===== src/rtl/proc_pkg.sv =====
// Shared processor definitions: opcodes, instruction field positions, sequencer
// state encoding and the decoded-instruction record.
package proc_pkg;

  localparam int INSTR_W = 16;
  localparam int DATA_W  = 32;
  localparam int OP_W    = 4;
  localparam int REG_W   = 4;

  localparam int OP_MSB  = 15;
  localparam int OP_LSB  = 12;
  localparam int RD_MSB  = 11;
  localparam int RD_LSB  = 8;
  localparam int RS1_MSB = 7;
  localparam int RS1_LSB = 4;
  localparam int RS2_MSB = 3;
  localparam int RS2_LSB = 0;

  localparam logic [OP_W-1:0] OP_ADD  = 4'h0;
  localparam logic [OP_W-1:0] OP_SUB  = 4'h1;
  localparam logic [OP_W-1:0] OP_AND  = 4'h2;
  localparam logic [OP_W-1:0] OP_OR   = 4'h3;
  localparam logic [OP_W-1:0] OP_XOR  = 4'h4;
  localparam logic [OP_W-1:0] OP_SL   = 4'h5;
  localparam logic [OP_W-1:0] OP_SRL  = 4'h6;
  localparam logic [OP_W-1:0] OP_SRA  = 4'h7;
  localparam logic [OP_W-1:0] OP_HALT = 4'hF;

  typedef enum logic [2:0] {
    ST_IDLE,
    ST_FETCH,
    ST_DECODE,
    ST_EXECUTE,
    ST_WRITEBACK,
    ST_HALTED
  } seq_state_e;

  typedef struct packed {
    logic [OP_W-1:0]  op;
    logic [REG_W-1:0] rd;
    logic [REG_W-1:0] rs1;
    logic [REG_W-1:0] rs2;
    logic             is_alu;
    logic             is_halt;
  } dec_t;

endpackage


===== src/rtl/instr_decoder.sv =====
// Combinational instruction-word splitter; classifies ALU ops (0..7) and HALT.
module instr_decoder
  import proc_pkg::*;
(
  input  logic [INSTR_W-1:0] ir,
  output dec_t               dec
);

  always_comb begin
    dec         = '0;
    dec.op      = ir[OP_MSB:OP_LSB];
    dec.rd      = ir[RD_MSB:RD_LSB];
    dec.rs1     = ir[RS1_MSB:RS1_LSB];
    dec.rs2     = ir[RS2_MSB:RS2_LSB];
    dec.is_alu  = (dec.op <= OP_SRA);
    dec.is_halt = (dec.op == OP_HALT);
  end

endmodule


===== src/rtl/instr_sequencer.sv =====
// Fetch/decode/execute/writeback sequencer driving register_bank and alu.
// All register-bank and ALU-facing outputs are registered.
module instr_sequencer
  import proc_pkg::*;
#(
  parameter int PC_W  = 8,
  parameter int CNT_W = 16
) (
  input  logic               clk,
  input  logic               rst,
  input  logic               start,
  output logic [PC_W-1:0]    imem_addr,
  input  logic [INSTR_W-1:0] imem_data,
  output logic [REG_W-1:0]   read_reg1,
  output logic [REG_W-1:0]   read_reg2,
  output logic [REG_W-1:0]   write_reg,
  output logic [DATA_W-1:0]  write_data,
  output logic               write_enable,
  output logic [OP_W-1:0]    alu_opcode,
  input  logic [DATA_W-1:0]  alu_result,
  output logic               busy,
  output logic               halted,
  output logic [CNT_W-1:0]   instr_count
);

  seq_state_e           state_q, state_d;
  logic [PC_W-1:0]      pc;
  logic [INSTR_W-1:0]   ir;
  dec_t                 dec;

  instr_decoder u_dec (
    .ir  (ir),
    .dec (dec)
  );

  always_ff @(posedge clk) begin
    if (rst) state_q <= ST_IDLE;
    else     state_q <= state_d;
  end

  always_comb begin
    state_d = state_q;
    case (state_q)
      ST_IDLE,
      ST_HALTED:    if (start) state_d = ST_FETCH;
      ST_FETCH:     state_d = ST_DECODE;
      ST_DECODE:    state_d = dec.is_halt ? ST_HALTED : ST_EXECUTE;
      ST_EXECUTE:   state_d = ST_WRITEBACK;
      ST_WRITEBACK: state_d = ST_FETCH;
      default:      state_d = ST_IDLE;
    endcase
  end

  // write_enable is a one-cycle strobe: cleared every cycle unless EXECUTE arms it
  always_ff @(posedge clk) begin
    if (rst) begin
      pc           <= '0;
      ir           <= '0;
      read_reg1    <= '0;
      read_reg2    <= '0;
      write_reg    <= '0;
      alu_opcode   <= '0;
      write_data   <= '0;
      write_enable <= 1'b0;
      instr_count  <= '0;
    end else begin
      write_enable <= 1'b0;
      case (state_q)
        ST_IDLE,
        ST_HALTED: if (start) begin
          pc          <= '0;
          instr_count <= '0;
        end
        ST_FETCH:  ir <= imem_data;
        ST_DECODE: begin
          read_reg1  <= dec.rs1;
          read_reg2  <= dec.rs2;
          write_reg  <= dec.rd;
          alu_opcode <= dec.op;
        end
        ST_EXECUTE: begin
          write_data   <= alu_result;
          write_enable <= dec.is_alu;
        end
        ST_WRITEBACK: begin
          pc <= pc + PC_W'(1);
          if (instr_count != {CNT_W{1'b1}}) instr_count <= instr_count + CNT_W'(1);
        end
        default: ;
      endcase
    end
  end

  assign imem_addr = pc;
  assign busy      = (state_q == ST_FETCH) || (state_q == ST_DECODE) ||
                     (state_q == ST_EXECUTE) || (state_q == ST_WRITEBACK);
  assign halted    = (state_q == ST_HALTED);

endmodule

===== config.mk =====
export PLATFORM = sky130hd
export DESIGN_NAME = instr_sequencer
export DESIGN_NICKNAME = d
export VERILOG_FILES = /design/src/rtl/proc_pkg.sv /design/src/rtl/instr_decoder.sv /design/src/rtl/instr_sequencer.sv
export SDC_FILE = /design/constraint.sdc
export NUM_CORES = 1
export LEC_CHECK = 0
export BUFFER_PORTS_ARGS = -buffer_cell sky130_fd_sc_hd__buf_4
export CORE_MARGIN = 2
export CORE_UTILIZATION = 40
export DETAILED_ROUTE_END_ITERATION = 16
export GPL_TIMING_DRIVEN = 1
export PLACE_DENSITY = 0.76
export SLEW_MARGIN = 0
export SYNTH_ARGS = -nofsm -noshare
export SYNTH_HDL_FRONTEND = slang
export SYNTH_HIERARCHICAL = 1
export SYNTH_SLANG_ARGS = --single-unit

===== constraint.sdc =====
create_clock -name clk -period 4.8 [get_ports clk]
set_clock_uncertainty 0.1 [all_clocks]
set_input_delay 0.96 -clock clk [delete_from_list [all_inputs] [get_ports clk]]
set_output_delay 0.96 -clock clk [all_outputs]
set_load 0.1 [all_outputs]

* Word-level counts from Yosys, hierarchy flattened *
Cells that the tools add are included.

operators by class
  add/sub/neg operators = 2
  order comparisons = 1
  equality and inequality tests = 9
  mux-type cells = 8
  bitwise operators = 1
  reductions and logical operators = 9

operator list
  kind                     count
  $mux W16                 2
  $pmux W16 S2             1
  $add A16 B1 Y16 const B  1
  $ne A16 B16 Y1 const B   1
  $pmux W8 S2              1
  $pmux W3 S5              1
  $add A8 B1 Y8 const B    1
  $mux W8                  1
  $eq A3 B2 Y1 const B     2
  $eq A3 B3 Y1 const B     2
  $mux W3                  2
  $eq A4 B4 Y1 const B     1
  $le A4 B3 Y1 const B     1
  $ne A2 B2 Y1 const B     2
  $reduce_or A2 Y1         2
  $eq A3 B1 Y1 const B     1
  $logic_not A3 Y1         1
  $logic_or A1 B1 Y1       3
  $reduce_and A3 Y1        1
  $reduce_and A2 Y1        1
  $reduce_bool A2 Y1       1
  $not A1 Y1               1

storage, ports and cells
  register bits after elaboration = 92
  bits of input ports = 51
  logic and storage cells = 40

* Logic depth before layout (Yosys ltp) *
Gate-level depths: netlist of run 1.

  word-level depth = 4
  mapped depth = 7
  mapped depth without buffers = 5

* Hierarchy *
The synthesis of run 1 kept the hierarchy.

by module, submodules not included
  module           instances  cells an instance  area an instance (sq um)
  instr_sequencer  1          482                3,803.6
  instr_decoder    1          18                 132.6

* Worst setup path before layout of run 1 *
Ideal clock, no wire load.

  kind = register to output
  from = register state_q[0]
  to = output port busy
  arrival = 2.083 ns
  setup slack = 1.657 ns
  cell stages (with the launch flop) = 4
  buffers on the path = 1
  cell sequence = dfxtp_1 buf_6 nor2_1 xnor2_1

on the way
  cells in the longest elaborated chain, start to end = 4

RTL lines
  element                                              line                   RTL
  start, declared                                      instr_sequencer.sv:26  seq_state_e state_q, state_d;
  start signal, assigned                               instr_sequencer.sv:38  else state_q <= state_d;
  $eq A3 B1 Y1 / $eq A3 B2 Y1 (equally long branches)  instr_sequencer.sv:95  assign busy = (state_q == ST_FETCH) || (state_q == ST_DECODE) ||
  $logic_or A1 B1 Y1 (2 in series)                     instr_sequencer.sv:95
  $logic_or A1 B1 Y1 *                                 instr_sequencer.sv:96  (state_q == ST_EXECUTE) || (state_q == ST_WRITEBACK);
  end, declared                                        instr_sequencer.sv:21  output logic busy,

Mark *: on every way between the ends. The rest lies on a longest branch, timed or not.

* Worst setup path in the final report of run 1 *
  from = register state_q[0]
  to = output port halted

on the way
  cells in the longest elaborated chain, start to end = 1

RTL lines
  element        line                   RTL
  $eq A3 B3 Y1   instr_sequencer.sv:97  assign halted = (state_q == ST_HALTED);
  end, declared  instr_sequencer.sv:22  output logic halted,

No other way between the ends.

==> flow_summary_export.csv, run 1 <==
group,metric,value,unit
pwr,p_leak,1.940,nW
logic_synthesis,syn_area,0.003936,mm²
worst_setup_path,crit_path_start_kind,"register",
place,pre_cts_ws,2.063,ns
logic_synthesis,ys_warn_count,6,
layout,regMostFlops,"write_data",
floorplanning,initial_core_util,40.65,%
timing,whs,0.3544,ns
place,dp_hpwl,6787,µm
clock_tree,cts_max_level,3,
drt,wl_per_cell,13.56,µm
worst_setup_path,slowest_stage,"dfxtp_1",
logic_synthesis,synth_most_common_cell,"nand2_1",
floorplanning,die_w,103.2,µm
clock_tree,clock_latency,0.35,ns
timing,finalCriticalPeriod,2.790,ns
timing,period_share,58.12,%
floorplanning,core,0.009684,mm²
grt,grt_util_met3,2.621,%
floorplanning,io_pins,126,
place,dp.cells,712,
layout,largest_register_ffs,32,
clock_tree,cts_tree,"yes",
grt,antenna_found_initial,0,
logic_synthesis,synth_seq_area_share,46.79,%
timing,relSlewSlack,13.88,%
logic_synthesis,netlist_top_cells_count,"nand2_1 (146), dfxtp_1 (92), a21oi_1 (76), clkbuf_1 (22), nor2_1 (19)",
drt,drc,0,
worst_setup_path,cp_max_fo,12,
layout,fin_nets,643,
grt,busiest_layer,"met2",
drt,drtPass1Iterations,4,
logic_synthesis,synth_edf_count,0,
layout,drive_gt1_share,25.88,%
timing,setup_viol,0,
clock_tree,cts_root_buf,"clkbuf_8",
logic_synthesis,yosys-top-cells-area,"dfxtp_1 (47%), nand2_1 (14%), a21oi_1 (9.7%)",
timing,setup_ws,2.010,ns
grt,grtUsageMet2,30.87,%
layout,area_growth,26.95,%
logic_synthesis,synth.largest_area_cell,"dfxtp_1",
clock_tree,cts_max_path_buffers,2,
worst_setup_path,arrival,1.73,ns
worst_setup_path,crit_chain,"nor2b_1 -> and2_1 -> buf_4",
worst_hold_path,hold_depth,2,
drt,vias,3684,
logic_synthesis,synthArstFlopShare,0,%
status,outcome,"complete, no violations",
clock_tree,cts_sinks,92,
grt,grt_pass1_vias,3304,
layout,finish.cell_count_without_fillers,728,
clock_tree,cts_resized,0,
grt,grt_max_degree,85,
logic_synthesis,synth_flop_cell,"dfxtp_1",
timing,hold_viol_final,0,
logic_synthesis,netlist_instances,500,
logic_synthesis,synth_top_area_share,46.79,%
logic_synthesis,syn_area_per_cell,7.873,µm²
floorplanning,dieArea,0.01065,mm²
grt,grt_pass1_wl,15440,µm
worst_setup_path,crit_required,3.74,ns
layout,reg.largest.list,"write_data x32, instr_count x16, ir x16",
grt,grt.total_usage,18.28,%
place,routabilityCongestion,0.9034,
worst_setup_path,max_stage_delay,0.58,ns
clock_tree,clk_pin_slew,0.09,ns
clock_tree,cts_buffers,9,
timing,rsz0062_at_grt,"false",
clock_tree,postCtsSetupRepairBufs,0,
logic_synthesis,ys_ff_latch,92,
pwr,ir_worst_vdd,0.1326,mV
worst_hold_path,hold_path.class,"register to register",
clock_tree,cts_hold_buf,0,
layout,num-fill-cells,930,
layout,diodes,0,
logic_synthesis,syn-num-nets,553,
grt,grt_use_met1,23.24,%
drt,vias_per_cell,5.060,
timing,slew_viol_final,0,
drt,drt.antenna.violating_nets,0,
timing,finalSetupTns,0,ns
timing,max_freq,358.5,MHz
worst_setup_path,cp-end-kind,"output pin",
grt,grt-ovfl-total,0,
place,io_buffers,125,
floorplanning,core.rowCount,36,
drt,drt_iter0_markers,154,
worst_setup_path,reg2reg_depth,4,
timing,worstMarginPinSlew,1.290,ns
pwr,powerDensity,312.2,mW/mm²
logic_synthesis,yosysUniqueCellTypes,51,
layout,fin_util,51.60,%
run,drv_cap,0,
floorplanning,die_h,103.2,µm
worst_setup_path,critical_path_class,"register to output pin",
drt,wl,9872,µm
## routing by layer
layer / part of all wire (%) / vias to the layer above
met3: 6.6 / 16
met1: 43 / 1683
met4: 1.7 / 0
met5: 0 / -
met2: 49 / 123
li1: - / 1862
## final timing paths
check	start	end	slack, ns
worst min-delay path	ir[1]	read_reg2[1]	0.35
worst max register to register	state_q[2]	instr_count[8]	2.32
worst max-delay path	state_q[0]	halted	2.01
worst min register to register	ir[1]	read_reg2[1]	0.35
## cells in the final DEF, fill, tap and decap left out, types with 2 or more instances in the layout
cell type,instances
clkbuf_8,9
inv_1,10
nand3b_1,3
o211ai_1,3
nor2_1,18
mux2i_1,2
a21oi_1,76
nand2_1,146
nand3_1,11
nor4_1,5
bufinv_16,2
o21ai_0,11
nand2b_1,5
nand4b_1,2
and3_1,6
nor3b_1,2
ha_1,2
clkinv_2,2
nand4_1,7
nor3_1,5
buf_4,128
dfxtp_1,92
xnor2_1,2
a31oi_1,8
or3_1,6
o21a_1,3
## layout make-up
class	instances	area, µm²	area share [%]
Multi-Input combinational cell	349	1775	35.53
Sequential cell	92	1842	36.86
Clock buffer	10	127.6	2.554
Clock inverter	6	87.58	1.753
Timing Repair Buffer	128	960.9	19.23
Inverter	10	37.54	0.7511
Tap cell	133	166.4	3.330
## kinds of logic after synthesis
group / synth area share (%)
buf+inv: 8.296
flops: 46.79
mux: 0.5086
fa+ha+maj: 0.6356
compound gates: 16.75
simple gates: 26.57
xor+xnor: 0.4451
## per-stage QoR
step | power [mW] | area, µm²
6_report | 1.560 | 4997
5_1_grt | 1.627 | 4997
4_1_cts | 1.577 | 4997
3_5_place_dp | 1.014 | 4782
3_3_place_gp | 1.010 | 4782
2_1_floorplan | 0.9625 | 3936
## critical path: cells and delay by family (launching register included)
kind	cells	cell delay [ns]
flops	1	0.58
buf+inv	1	0.31
simple gates	2	0.50
## where the power goes
group          leakage, nW  total [mW]  switching, mW  internal (mW)
clock                0.111       0.564          0.269          0.295
combinational         1.09       0.200          0.140         0.0595
sequential           0.744       0.796         0.0149          0.781
total                 1.94        1.56          0.425           1.14
(Power assumes the default switching activity.)
==> inputs of run 2 (changes only) <==
- PLACE_DENSITY: 0.76 -> 0.79
- clock period: 4.8 -> 2.3 ns (I/O delays scaled with it)
==> run 2 against run 1 <==
Net effect: cell count increased by 0.82%; total power rose by 110%; via count up 2.0%; register-to-register slack worse by 2.0 ns; sequential power is 110% higher; critical path type unchanged; critical endpoint unchanged; largest power group unchanged; highest routed layer unchanged.
==> flow_summary_export.csv, run 2 (synthesis results as in run 1) <==
group,metric,value,unit
status,outcome,"complete, no violations",
worst_setup_path,slowest_stage,"dfxtp_2",
pwr,combinationalPowerShare,12.8,%
timing,slew_viol_final,0,
drt,drtPass1Iterations,5,
worst_hold_path,hold_path_end,"ir[2]",
worst_setup_path,max_stage_delay,0.46,ns
clock_tree,clk_pin_slew,0.10,ns
worst_setup_path,arrival,1.55,ns
worst_hold_path,hold_depth,3,
worst_setup_path,crit_chain,"nor2b_1 -> and2_1 -> buf_4",
pwr,sw_frac_of_total,27.66,%
grt,grt_pass1_vias,3242,
layout,area_growth,29.15,%
timing,hold_viol_final,0,
worst_setup_path,crit_required,1.74,ns
pwr,powerDensity,656.8,mW/mm²
floorplanning,dieArea,0.01065,mm²
pwr,p_leak,1.987,nW
worst_setup_path,rr_startpoint,"state_q[1]",
worst_setup_path,reg2reg_slack,0.31,ns
floorplanning,io_pins,126,
layout,drive_gt1_share,29.28,%
timing,finalSetupTns,0,ns
layout,ff_latch_area,0.001859,mm²
worst_setup_path,r2r_end,"read_reg2[1]",
floorplanning,die_w,103.2,µm
floorplanning,initial_core_util,40.65,%
clock_tree,cts_hold_buf,0,
drt,vias,3759,
pwr,power_frac_clock,37.4,%
worst_setup_path,cp_max_fo,12,
worst_setup_path,critical_path_class,"register to output pin",
pwr,power,3.339,mW
place,dp.cells,718,
worst_setup_path,reg2reg_depth,4,
timing,period_share,91.76,%
clock_tree,postCtsSetupRepairBufs,0,
worst_setup_path,path_buf_inv,1,
drt,wl_per_cell,13.62,µm
layout,largest_register_ffs,32,
grt,grt.total_usage,18.25,%
layout,diodes,0,
pwr,ir_worst_vdd,0.3657,mV
clock_tree,clock_latency,0.35,ns
run,drv_cap,0,
clock_tree,cts_buffers,9,
layout,mostFrequentLayoutCells,"nand2_1 (146), buf_4 (134), dfxtp_1 (78)",
layout,final_common_cell,"nand2_1",
worst_setup_path,crit_path_start_kind,"register",
layout,regMostFlops,"write_data",
pwr,switchingPower,0.9236,mW
layout,multi_input_area,0.001783,mm²
floorplanning,core,0.009684,mm²
layout,num-fill-cells,908,
pwr,internal_power,2.415,mW
timing,worstMarginPinSlew,1.005,ns
clock_tree,cts_tree,"yes",
layout,reg.largest.list,"write_data x32, instr_count x16, ir x16",
timing,setup_viol,0,
clock_tree,cts_root_buf,"clkbuf_8",
place,dp_hpwl,6960,µm
grt,grt_pass1_wl,15460,µm
drt,vias_per_cell,5.121,
worst_setup_path,cpLargestDelayFamily,"flip-flops",
clock_tree,cts_max_path_buffers,2,
layout,finish.cell_count_without_fillers,734,
drt,wl,9999,µm
place,pre_cts_ws,0.3384,ns
timing,whs,0.2360,ns
timing,rsz0062_at_grt,"false",
grt,grt-ovfl-total,0,
worst_hold_path,hold_path.class,"primary input to register",
clock_tree,cts_max_level,3,
worst_setup_path,cp-end-kind,"output pin",
grt,antenna_found_initial,0,
place,io_buffers,125,
timing,max_freq,473.8,MHz
floorplanning,core.rowCount,36,
place,routabilityCongestion,0.8869,
layout,fin_nets,649,
timing,setup_ws,0.1894,ns
drt,drt.antenna.violating_nets,0,
timing,finalCriticalPeriod,2.111,ns
clock_tree,cts_sinks,92,
pwr,p_seq_share,49.8,%
timing,relSlewSlack,32.77,%
drt,drt_iter0_markers,213,
worst_hold_path,hold_start,"imem_data[2]",
grt,grt_max_degree,43,
drt,drc,0,
floorplanning,die_h,103.2,µm
==> run 2: worst max-delay path by stage <==
stage	start	end	slack [ns]	cells past startpoint
finish	state_q[0]	halted	0.19	3
global placement	state_q[1]	write_reg[1]	0.44	4
CTS	state_q[0]	halted	0.03	3
floorplan	instr_count[13]	instr_count[7]	0.009	5
global route	state_q[1]	write_reg[3]	0.03	4
detailed placement	state_q[1]	read_reg2[2]	0.34	4
==> run 2: power by group through the flow <==
stage / clock, mW / sequential, mW / combinational, mW
after floorplan: 0 / 1.80 / 0.207
after global placement: 0 / 1.70 / 0.422
after detailed placement: 0 / 1.70 / 0.430
after CTS: 1.28 / 1.66 / 0.431
after global routing: 1.34 / 1.67 / 0.457
final: 1.25 / 1.66 / 0.429
==> run 2: routing by layer <==
metal / track usage, % / wire (µm) / vias up
met3: 4.167 / 649 / 6
met1: 23.99 / 4370 / 1729
met5: 0 / 0 / -
met4: 5.870 / 78 / 0
li1: - / - / 1877
met2: 29.87 / 4901 / 147
==> run 2: area by class of cell <==
class | instances | share of cell area, %
clock buffer | 10 | 2.707
clock inverter | 6 | 1.846
inverter | 10 | 0.7384
multi-input combinational | 349 | 35.07
sequential | 92 | 36.57
tap | 133 | 3.273
timing repair buffer | 134 | 19.79
==> run 2: worst register-to-register path, delay by kind of cell, from the launching register on <==
family / cells / cell delay, ns
AO/OA/AOI/OAI: 1 / 0.16
AND/OR/NAND/NOR: 3 / 1.13
flip-flops: 1 / 0.55
==> run 2: repair_timing <==
item                                    CTS  global route
endpoints found under the hold margin     0             0
endpoints found under the setup margin    0             1
gates resized for setup                   0             1
==> run 2: per-stage QoR <==
step	util, %	cell area [µm²]
3_3_place_gp	50.09	4851
2_1_floorplan	-	3960
4_1_cts	52.48	5082
6_report	52.49	5084
3_5_place_dp	50.09	4851
5_1_grt	52.49	5084
==> inputs of run 3 (changes only) <==
--- a/constraint.sdc
+++ b/constraint.sdc
@@ -3,3 +3,3 @@
 set_input_delay 0.46 -clock clk [delete_from_list [all_inputs] [get_ports clk]]
 set_output_delay 0.46 -clock clk [all_outputs]
-set_load 0.1 [all_outputs]
+set_load 0.01 [all_outputs]
==> run 3 against run 2 <==
Net effect: count of clock-buffer cells in the layout is the same; register-to-register slack worse by 0.06 ns; global-route usage fell by 0.11 points; combinational power down 33%; critical path depth is the same; maximum frequency rose by 2.9%; non-clock buffer count decreased by 1; largest power group unchanged; cell count shrank 0.14%; highest routed layer unchanged; clock power is 8% higher; sequential share of layout area shrank 0.27 points.
==> flow_summary_export.csv, run 3 (synthesis results as in run 1) <==
group,metric,value,unit
clock_tree,postCtsSetupRepairBufs,0,
timing,whs,0.2357,ns
clock_tree,cts_buffers,9,
clock_tree,clk_pin_slew,0.09,ns
pwr,switchingPower,0.7713,mW
timing,finalSetupTns,0,ns
timing,period_share,89.18,%
place,dp_hpwl,6978,µm
worst_setup_path,cp_max_fo,12,
grt,grt_util_met3,3.293,%
timing,worstMarginPinSlew,1.045,ns
grt,grt_pass1_vias,3297,
grt,grt.total_usage,18.14,%
timing,hold_viol_final,0,
layout,num-fill-cells,924,
layout,reg.largest.list,"write_data x32, instr_count x16, ir x16",
clock_tree,cts_max_level,3,
layout,diodes,0,
layout,post-route-cell-area,0.005074,mm²
drt,drt.antenna.violating_nets,0,
worst_setup_path,r2r_end,"instr_count[9]",
pwr,p_leak,1.983,nW
timing,rsz0062_at_grt,"false",
layout,regMostFlops,"write_data",
layout,largest_register_ffs,32,
grt,grtUsageMet2,30.97,%
clock_tree,cts_max_path_buffers,2,
grt,grt-ovfl-total,0,
drt,vias,3741,
pwr,powerDensity,649.1,mW/mm²
clock_tree,cts_resized,0,
worst_setup_path,arrival,1.49,ns
place,io_buffers,125,
timing,slew_viol_final,0,
pwr,power_frac_clock,40.8,%
clock_tree,cts_hold_buf,0,
floorplanning,initial_core_util,40.65,%
place,dpl_cell_area,0.004820,mm²
worst_hold_path,hold_depth,3,
worst_hold_path,hold_path_end,"write_data[28]",
grt,busiest_layer,"met2",
grt,grt_use_met1,22.36,%
worst_hold_path,hold_path.class,"primary input to register",
clock_tree,cts_root_buf,"clkbuf_8",
timing,max_freq,487.6,MHz
floorplanning,die_w,103.2,µm
worst_setup_path,reg2reg_slack,0.25,ns
clock_tree,cts_tree,"yes",
timing,setup_viol,0,
layout,fin_nets,648,
layout,mostFrequentLayoutCells,"nand2_1 (146), buf_4 (133), dfxtp_1 (92)",
floorplanning,die_h,103.2,µm
drt,drtPass1Iterations,4,
drt,drt_iter0_markers,144,
grt,grt_max_degree,57,
timing,finalCriticalPeriod,2.051,ns
layout,final_common_cell,"nand2_1",
floorplanning,dieArea,0.01065,mm²
clock_tree,clock_latency,0.36,ns
drt,drc,0,
grt,grt_pass1_wl,15250,µm
pwr,ir_worst_vdd,0.3462,mV
drt,wl_per_cell,13.51,µm
worst_setup_path,cp-end-kind,"output pin",
clock_tree,cts_sinks,92,
worst_setup_path,crit_required,1.74,ns
run,drv_cap,0,
status,outcome,"complete, no violations",
floorplanning,core,0.009684,mm²
pwr,combinationalPowerShare,8.7,%
pwr,p_seq_share,50.4,%
floorplanning,core.rowCount,36,
worst_setup_path,critical_path_class,"register to output pin",
drt,wl,9903,µm
worst_hold_path,hold_start,"alu_result[28]",
layout,area_growth,28.89,%
layout,drive_gt1_share,26.67,%
layout,fin_util,52.39,%
timing,relSlewSlack,30.10,%
worst_setup_path,crit_path_start_kind,"register",
grt,antenna_found_initial,0,
worst_setup_path,reg2reg_depth,5,
worst_setup_path,rr_startpoint,"instr_count[1]",
floorplanning,io_pins,126,
pwr,sw_frac_of_total,23.42,%
place,routabilityCongestion,0.9177,
pwr,internal_power,2.522,mW
drt,vias_per_cell,5.104,
-- run 3: per-stage QoR --
| step | power [mW] | setup slack (ns) | cells |
|---|---|---|---|
| CTS | 3.338 | 0.2132 | 733 |
| detailed placement | 1.988 | 0.2957 | 717 |
| global route | 3.435 | 0.009828 | 733 |
| floorplan | 1.875 | 0.3941 | 500 |
| finish | 3.293 | 0.2490 | 733 |
| global placement | 1.980 | 0.4231 | 717 |
-- run 3: final cells by class --
class | count | area, µm² | area share [%]
well taps | 133 | 166.4 | 3.280
clock inverters | 6 | 116.4 | 2.293
clock buffers | 10 | 137.6 | 2.713
multi-input cells | 349 | 1775 | 34.99
repair buffers | 133 | 998.5 | 19.68
inverters | 10 | 37.54 | 0.7398
flip-flops and latches | 92 | 1842 | 36.30
-- run 3: routing by layer --
| metal | vias to the layer above | routed length [µm] |
|---|---|---|
| met1 | 1736 | 4193 |
| li1 | 1874 | - |
| met3 | 10 | 626 |
| met4 | 0 | 134 |
| met5 | - | 0 |
| met2 | 121 | 4949 |
-- run 3: worst max-delay path by stage --
stage,from,endpoint,slack [ns],cells after the start
floorplan,instr_count[1],instr_count[7],0.39,6
global placement,instr_count[0],instr_count[9],0.42,5
detailed placement,instr_count[1],instr_count[9],0.30,5
CTS,state_q[0],halted,0.21,3
global route,state_q[1],alu_opcode[0],0.01,4
finish,state_q[0],halted,0.25,3
-- run 3: critical path, cell delays in order, from the launching register on --
cell	delay, ns
dfxtp_1	0.56
nor2b_1	0.27
and2_1	0.18
buf_4	0.13
-- run 3: power by group through the flow --
stage / Sequential [mW] / Combinational [mW] / Clock, mW
after floorplan: 1.69 / 0.183 / 0
final: 1.66 / 0.288 / 1.35
after global routing: 1.67 / 0.322 / 1.45
after detailed placement: 1.70 / 0.290 / 0
after CTS: 1.66 / 0.291 / 1.39
after global placement: 1.70 / 0.284 / 0
